$ cat config.mk
export PLATFORM = sky130hd
export DESIGN_NAME = stream_width_upsizer_flat
export DESIGN_NICKNAME = d
export VERILOG_FILES = /design/src/rtl/stream_width_upsizer_if.sv /design/src/rtl/stream_width_upsizer.sv /design/src/flat_wrapper.sv
export SDC_FILE = /design/constraint.sdc
export NUM_CORES = 1
export LEC_CHECK = 0
export CAP_MARGIN = 5
export CORE_AREA = 3 3 164 166
export CTS_BUF_LIST = sky130_fd_sc_hd__clkbuf_8
export DETAILED_ROUTE_END_ITERATION = 10
export DIE_AREA = 0 0 167 169
export GPL_TIMING_DRIVEN = 0
export PLACE_DENSITY = 0.77
export SKIP_CTS_REPAIR_TIMING = 1
export SLEW_MARGIN = 10
export SYNTH_ARGS = -nofsm -noshare
export SYNTH_HDL_FRONTEND = slang
export SYNTH_SLANG_ARGS = --single-unit
$ cat constraint.sdc
create_clock -name clk -period 1.6 [get_ports clk]
set_input_delay 0.32 -clock clk [delete_from_list [all_inputs] [get_ports clk]]
set_output_delay 0.32 -clock clk [all_outputs]
set_load 0.01 [all_outputs]
$ cat src/rtl/stream_width_upsizer_if.sv
// Bundle for the width upsizer: a narrow valid/ready input stream and the
// wide packed output stream with lane keep and packet-last.
interface stream_width_upsizer_if #(
   parameter int DATA_WIDTH = 32,
   parameter int RATIO      = 4
);
   logic                          in_valid;
   logic                          in_ready;
   logic [DATA_WIDTH-1:0]         in_data;
   logic                          in_last;
   logic                          out_valid;
   logic                          out_ready;
   logic [DATA_WIDTH*RATIO-1:0]   out_data;
   logic [RATIO-1:0]              out_keep;
   logic                          out_last;

   // Environment side: feeds the narrow stream and sinks the wide one.
   modport master (
      output in_valid, in_data, in_last, out_ready,
      input  in_ready, out_valid, out_data, out_keep, out_last
   );

   // Upsizer side.
   modport slave (
      input  in_valid, in_data, in_last, out_ready,
      output in_ready, out_valid, out_data, out_keep, out_last
   );
endinterface

$ cat src/rtl/stream_width_upsizer.sv
// Packs RATIO narrow beats into one registered wide beat; in_last closes a
// packet early and out_keep marks which lanes of the wide beat are filled.
module stream_width_upsizer #(
   parameter int DATA_WIDTH = 32,
   parameter int RATIO      = 4
) (
   input  logic                   clk,
   input  logic                   reset,
   stream_width_upsizer_if.slave  bus
);
   localparam int OUT_W = DATA_WIDTH * RATIO;
   localparam int CNT_W = $clog2(RATIO);

   logic [OUT_W-1:0]  acc_p0;
   logic [RATIO-1:0]  keep_p0;
   logic [CNT_W-1:0]  cnt_p0;

   logic [OUT_W-1:0]  out_data_p1;
   logic [RATIO-1:0]  out_keep_p1;
   logic              out_last_p1;
   logic              vld_p1;

   logic              in_fire;
   logic              out_fire;
   logic              complete;
   logic [OUT_W-1:0]  merged_data;
   logic [RATIO-1:0]  merged_keep;

   // Zero every lane whose keep bit is clear so partial beats never leak
   // stale accumulator contents.
   function automatic logic [OUT_W-1:0] mask_lanes(
      input logic [OUT_W-1:0] data,
      input logic [RATIO-1:0] keep
   );
      logic [OUT_W-1:0] m;
      m = '0;
      for (int k = 0; k < RATIO; k++) begin
         if (keep[k]) m[k*DATA_WIDTH +: DATA_WIDTH] = data[k*DATA_WIDTH +: DATA_WIDTH];
      end
      return m;
   endfunction

   assign bus.in_ready  = ~vld_p1 | bus.out_ready;
   assign bus.out_valid = vld_p1;
   assign bus.out_data  = out_data_p1;
   assign bus.out_keep  = out_keep_p1;
   assign bus.out_last  = out_last_p1;

   assign in_fire  = bus.in_valid & bus.in_ready;
   assign out_fire = vld_p1 & bus.out_ready;
   assign complete = bus.in_last | (cnt_p0 == CNT_W'(RATIO - 1));

   always_comb begin
      merged_data = acc_p0;
      merged_keep = keep_p0;
      for (int k = 0; k < RATIO; k++) begin
         if (cnt_p0 == CNT_W'(k)) begin
            merged_data[k*DATA_WIDTH +: DATA_WIDTH] = bus.in_data;
            merged_keep[k]                          = 1'b1;
         end
      end
   end

   // p0 -> p1: accumulate narrow beats, load the wide output register on completion
   always_ff @(posedge clk) begin
      if (reset) begin
         acc_p0      <= '0;
         keep_p0     <= '0;
         cnt_p0      <= '0;
         out_data_p1 <= '0;
         out_keep_p1 <= '0;
         out_last_p1 <= 1'b0;
         vld_p1      <= 1'b0;
      end else begin
         if (out_fire) vld_p1 <= 1'b0;
         if (in_fire) begin
            if (complete) begin
               out_data_p1 <= mask_lanes(merged_data, merged_keep);
               out_keep_p1 <= merged_keep;
               out_last_p1 <= bus.in_last;
               vld_p1      <= 1'b1;
               acc_p0      <= '0;
               keep_p0     <= '0;
               cnt_p0      <= '0;
            end else begin
               acc_p0  <= merged_data;
               keep_p0 <= merged_keep;
               cnt_p0  <= cnt_p0 + CNT_W'(1);
            end
         end
      end
   end

   a_hold_stable: assert property (@(posedge clk) disable iff (reset)
      (vld_p1 && !bus.out_ready) |=> (vld_p1 && $stable(out_data_p1)
                                      && $stable(out_keep_p1) && $stable(out_last_p1)));

   a_keep_nonzero: assert property (@(posedge clk) disable iff (reset)
      vld_p1 |-> (out_keep_p1 != '0));

   // A contiguous-from-bit-0 mask plus one is a power of two (or wraps to zero).
   a_keep_contig: assert property (@(posedge clk) disable iff (reset)
      vld_p1 |-> ((out_keep_p1 & (out_keep_p1 + RATIO'(1))) == '0));

   a_cnt_range: assert property (@(posedge clk) disable iff (reset)
      cnt_p0 <= CNT_W'(RATIO - 1));
endmodule

$ cat src/flat_wrapper.sv
// flat-port wrapper written by rule: the top's interface ports become plain ports
module stream_width_upsizer_flat 
#(
   parameter int DATA_WIDTH = 32,
   parameter int RATIO      = 4
)
  (clk, reset, bus_in_valid, bus_in_data, bus_in_last, bus_out_ready, bus_in_ready, bus_out_valid, bus_out_data, bus_out_keep, bus_out_last);
  stream_width_upsizer_if #(.DATA_WIDTH(DATA_WIDTH), .RATIO(RATIO)) bus_i ();
  input  logic clk;
  input  logic reset;
  input wire logic [$bits(bus_i.in_valid)-1:0] bus_in_valid;
  input wire logic [$bits(bus_i.in_data)-1:0] bus_in_data;
  input wire logic [$bits(bus_i.in_last)-1:0] bus_in_last;
  input wire logic [$bits(bus_i.out_ready)-1:0] bus_out_ready;
  output wire logic [$bits(bus_i.in_ready)-1:0] bus_in_ready;
  output wire logic [$bits(bus_i.out_valid)-1:0] bus_out_valid;
  output wire logic [$bits(bus_i.out_data)-1:0] bus_out_data;
  output wire logic [$bits(bus_i.out_keep)-1:0] bus_out_keep;
  output wire logic [$bits(bus_i.out_last)-1:0] bus_out_last;
  assign bus_i.in_valid = bus_in_valid;
  assign bus_i.in_data = bus_in_data;
  assign bus_i.in_last = bus_in_last;
  assign bus_i.out_ready = bus_out_ready;
  assign bus_in_ready = bus_i.in_ready;
  assign bus_out_valid = bus_i.out_valid;
  assign bus_out_data = bus_i.out_data;
  assign bus_out_keep = bus_i.out_keep;
  assign bus_out_last = bus_i.out_last;
  stream_width_upsizer #(.DATA_WIDTH(DATA_WIDTH), .RATIO(RATIO)) u_core (.clk(clk), .reset(reset), .bus(bus_i));
endmodule
==> impl_metrics.ini <==
[hold_path]
hp-class = in2reg

[setup_path]
cp_max_fo = 10
max_stage_delay_ns = 0.30
cp.arrival_ns = 1.52
required_ns = 1.28
critPathCaptureType = output port
worstPathCellList = and2b_4, inv_6, buf_6, clkbuf_2
cp_slowest_cell = dfxtp_1
crit_type = reg2out
startpoint_type = register

[floorplanning]
dieArea_mm2 = 0.0282
start_util_pct = 44.5
die_h_um = 169
coreArea_mm2 = 0.0258
dieWidth_um = 167
pin_count = 172
rows = 59

[place]
dp_hpwl_um = 28200
io_buffers = 169
place_congestion = 0.913
post-place-ws_ns = -0.959

[timing]
finalCritPeriodShare_pct = 115
worst_hold_slack_ns = 0.272
hold_violations = 0
layout_setup_ws_ns = -0.241
fmax_mhz = 543
final.min_clock_period_ns = 1.84
slew_headroom_pct = 30.2
skew_ns = 0.0236
rsz0062_at_grt = yes
slew_violations = 0
setup_viol = 267
worst_pin_slew_ns = 1.05

[clock_network]
h-tree-depth = 2
clk_latency_ns = 0.56
root_buffer = clkbuf_8
clock_sinks = 268
cts_buffers = 43
cts_tree = yes
clk_pin_slew_ns = 0.06
clk_path_buf_depth = 3

[final_layout]
layout_commonest_cell = dfxtp_1
area_growth_pct = 41.8
drive_gt1_share_pct = 22.8
fin_util_pct = 63.1
layout.nets = 1415
layout_common_cells = dfxtp_1, dlymetal6s2s_1, a31oi_1

[routing]
vias = 10961
drtIter0Drc = 1081
drtAntennaViolNets = 0
drtPass1Iterations = 6
wl_per_cell_um = 24.0
drt-total-wl_um = 41700
viasPerCell = 6.31
remaining_drc_errors = 0

[yosys]
syn-cell-area_mm2 = 0.0115
synth-seq-area-share_pct = 46.8
synth_nets = 1184
synth.distinct_cells = 33
syn_avg_cell_area_um2 = 10.0
ys_ff_latch = 268
syn_inst = 1143
ys_warn_count = 0

[run_status]
violations = setup timing
outcome = finished with violations

[global_route]
grt_max_degree = 11
gr-total-overflow = 0
grt_usage_pct = 25.9
grt_pass1_wl_um = 58700
antenna_found_initial = 1
grt_pass1_vias = 10353

[power]
vdd_ir_drop_max_v = 0.000542
p_per_area_mw_per_mm2 = 948
totalPowerFinal_mw = 15.4
p_leak_nw = 7.78

[run]
max_cap_violations = 0
[where the power goes]
| group | switching (mW) | leakage, nW | internal [mW] | total [mW] |
|---|---|---|---|---|
| Combinational | 1.44 | 5.14 | 1.16 | 2.60 |
| Sequential | 0.224 | 2.19 | 6.95 | 7.18 |
| Clock | 2.76 | 0.461 | 2.88 | 5.64 |
[metrics by stage]
step	std cells	setup TNS, ns	area, um^2
floorplan	1143	0	11500
global route	1737	-37.29	16300
detailed placement	1647	-129.17	13600
global placement	1647	-125.27	13600
finish	1737	-30.66	16300
CTS	1719	-108.14	14400
[area by class of cell]
class                      instances  area [um^2]
inverter                           6         27.5
clock buffer                      51          702
sequential                       268         5380
buffer                           152         1120
multi-input combinational        715         6210
fill                            1939         9500
timing repair buffer             188         2320
antenna                            1         2.50
tap                              335          419
clock inverter                    21         93.8
[sequential cells by signal (all words and copies together) (netlist names)]
| register | flops |
|---|---|
| u_core.acc_p0 | 128 |
| u_core.bus.out_data | 128 |
| u_core.bus.out_keep | 4 |
| u_core.bus.out_last | 1 |
| u_core.bus.out_valid | 1 |
| u_core.cnt_p0 | 2 |
| u_core.keep_p0 | 4 |
[critical path, delay by kind of cell, from the launching register on]
| kind | cells | cell delay (ns) |
|---|---|---|
| DFF | 1 | 0.30 |
| buffers and inverters | 3 | 0.45 |
| and+or+nand+nor | 1 | 0.20 |
[Yosys cell counts, drive strengths merged]
cell / number / share of area [%]
nor3: 5 / 0.22
o221a: 1 / 0.098
and4: 3 / 0.23
or2: 2 / 0.11
and2: 65 / 3.5
nor2: 4 / 0.13
a32o: 96 / 8.4
clkbuf: 75 / 2.5
nand3: 1 / 0.044
a211oi: 131 / 9.9
ha: 4 / 0.44
dfxtp: 268 / 47
nor2b: 32 / 1.7
and3b: 96 / 7.3
o21a: 2 / 0.13
a31oi: 167 / 9.2
a21oi: 99 / 4.3
o211ai: 3 / 0.33
and2b: 1 / 0.087
o21ai: 1 / 0.044
o31ai: 1 / 0.065
buf: 79 / 4.1
inv: 6 / 0.22
nand4: 1 / 0.055
[metal layers]
| layer | track usage, % | wire, um | vias up |
|---|---|---|---|
| li1 | - | - | 4933 |
| met1 | 34.5 | 16900 | 5316 |
| met3 | 5.09 | 3720 | 103 |
| met2 | 41.9 | 19700 | 609 |
| met4 | 9.54 | 1370 | 0 |
| met5 | 0 | 0 | - |
[logic make-up after synthesis]
| kind of cell | count (synthesis) | synth area share [%] |
|---|---|---|
| AO/OA/AOI/OAI | 501 | 32.5 |
| adder cells (fa/ha/maj) | 4 | 0.436 |
| buffers and inverters | 160 | 6.85 |
| flip-flops | 268 | 46.8 |
| AND/OR/NAND/NOR | 210 | 13.5 |
[final timing paths]
| check | startpoint | cells after the start | endpoint | slack, ns |
|---|---|---|---|---|
| worst max-delay path | u_core.bus.out_valid | 4 | bus_in_ready | -0.24 |
| worst min-delay path | bus_in_valid | 3 | u_core.acc_p0[64] | 0.27 |
| worst max register to register | u_core.cnt_p0[0] | 7 | u_core.bus.out_data[57] | -0.19 |
| worst min register to register | u_core.acc_p0[109] | 1 | u_core.acc_p0[109] | 0.46 |
No activity file was read; power rests on OpenSTA's default activity.
==> RTL change (same settings) <==
Reset style: asynchronous (`reset`), changed in one clocked block.
--- a/src/rtl/stream_width_upsizer.sv
+++ b/src/rtl/stream_width_upsizer.sv
@@ -62,7 +62,7 @@
    end
 
    // p0 -> p1: accumulate narrow beats, load the wide output register on completion
-   always_ff @(posedge clk) begin
+   always_ff @(posedge clk or posedge reset) begin
       if (reset) begin
          acc_p0      <= '0;
          keep_p0     <= '0;
Formal check against the unedited RTL: differs if reset is asserted again (counterexample within 4 cycles, from zero or initial values and one cycle with reset high); with reset held inactive, the same outputs for 4 cycles.
==> RTL change against the unedited design <==
The flow still finishes with violations (negative setup slack). Worst setup slack got worse by 120 ps. Sequential cell count did not move. Critical path depth rose by 3. Routed wire length fell by 21%. Area after synthesis fell by 1.2%. Cell area fell by 3.8%. Critical endpoint is now u_core.bus.out_data[45]. Highest routed layer unchanged.
Power is not compared: it rests on default switching activity, and its combinational part moved more than twofold at a synthesized area within 25%.
==> RTL change: results (changes against the unedited design) <==
[global_routing]
grt_pass1_vias=8470  ; -18%
grt_usage_pct=22.1  ; -3.8 points
grt_pass1_wl_mm=49.4  ; -16%
antenna_found_initial=0  ; -1

[sta]
slew-limit-headroom_pct=61.9  ; +32 points
setup-violations-final=259  ; -3.0%
tns_ps=-63340  ; -32680 ps
skew_ps=19.9  ; -3.69 ps
fin_ws_ps=-357  ; -116 ps

[synthesis]
syn_nets=899  ; -24%
async_flop_share_pct=100  ; +100 points
synth_common_cells=dfrtp_1, a22o_1, nand2_1
ys_types=26  ; -21%
ys_seq_area_share_pct=59.1  ; +12 points
syn_area_per_cell_um2=13.2  ; +32%
yosys.area.top_type_share_pct=59.1  ; +12 points

[placed_design]
dpl_cell_area_um2=13800  ; +1.4%
place_congestion=0.802  ; -12%
hpwl_mm=21.1  ; -25%
placed_cells=1371  ; -17%
place.port_buffers=170  ; +0.59%

[outcome]
outcome=complete, but fails checks
violations=negative setup slack

[final_layout]
nets=1141  ; -19%
drive_gt1_share_pct=27.4  ; +4.6 points
antenna-diode-count=0  ; -1

[detailed_routing]
finalWirelength_mm=33.0  ; -21%
drtIter0Drc=684  ; -37%
vias=8372  ; -24%
routedWlPerCell_um=22.4  ; -6.5%

[min_path]
hp-class=input pin to async pin

[critical_path]
cp_max_fo=7  ; -3

[clocking]
cts_buffers=44  ; +2.3%

## RTL change: metal layers
layer	GRT usage (%)	part of all wire [%]	routed length (um)
met1	30.7	43	14300
met5	0	0	0
met3	5.18	7.3	2400
met4	5.49	1.7	550
met2	35.4	48	15700
## RTL change: critical path, stage by stage (launching register included)
cell and delay [ps]:
dfrtp_1 440, ha_4 200, or2_1 210, buf_6 130, and3_4 220, clkbuf_16 180
clkbuf_16 160, mux2_4 290
## RTL change: worst paths after layout
path | from | end | slack (ps) | depth (start not counted)
max in group asynchronous | reset | u_core.bus.out_data[96] | 300 | 6
hold reg to reg | u_core.acc_p0[122] | u_core.acc_p0[122] | 490 | 1
hold / removal | reset | u_core.bus.out_data[54] | 90 | 2
min in group clk | bus_in_valid | u_core.acc_p0[31] | 430 | 4
setup reg to reg | u_core.cnt_p0[0] | u_core.bus.out_data[45] | -360 | 7
setup / recovery | u_core.cnt_p0[0] | u_core.bus.out_data[45] | -360 | 7
## RTL change: power by group
group          switching, mW  internal [mW]  leakage (nW)  total, mW
clock network           2.77           3.43         0.535       6.20
logic                   2.81           3.43          5.13       6.24
registers              0.809           8.01          3.61       8.82
## RTL change: cells by family (layout without fill, tap and decap cells)
logic type	count (synthesis)	after routing	synth area share, %
buffers and inverters	83	360	3.44
adder cells (fa/ha/maj)	4	4	0.441
flip-flops	268	268	59.1
multiplexers	128	128	14.5
AO/OA/AOI/OAI	241	241	16.9
AND/OR/NAND/NOR	134	134	5.54
## RTL change: final cells by class
type                    instances  share of cell area [%]
plain buffers                  70                    4.27
clock inverters                23                   0.871
flip-flops and latches        268                    42.8
inverters                       3                  0.0959
repair buffers                206                    16.6
clock buffers                  58                    5.10
well taps                     335                    2.68
multi-input cells             507                    27.5
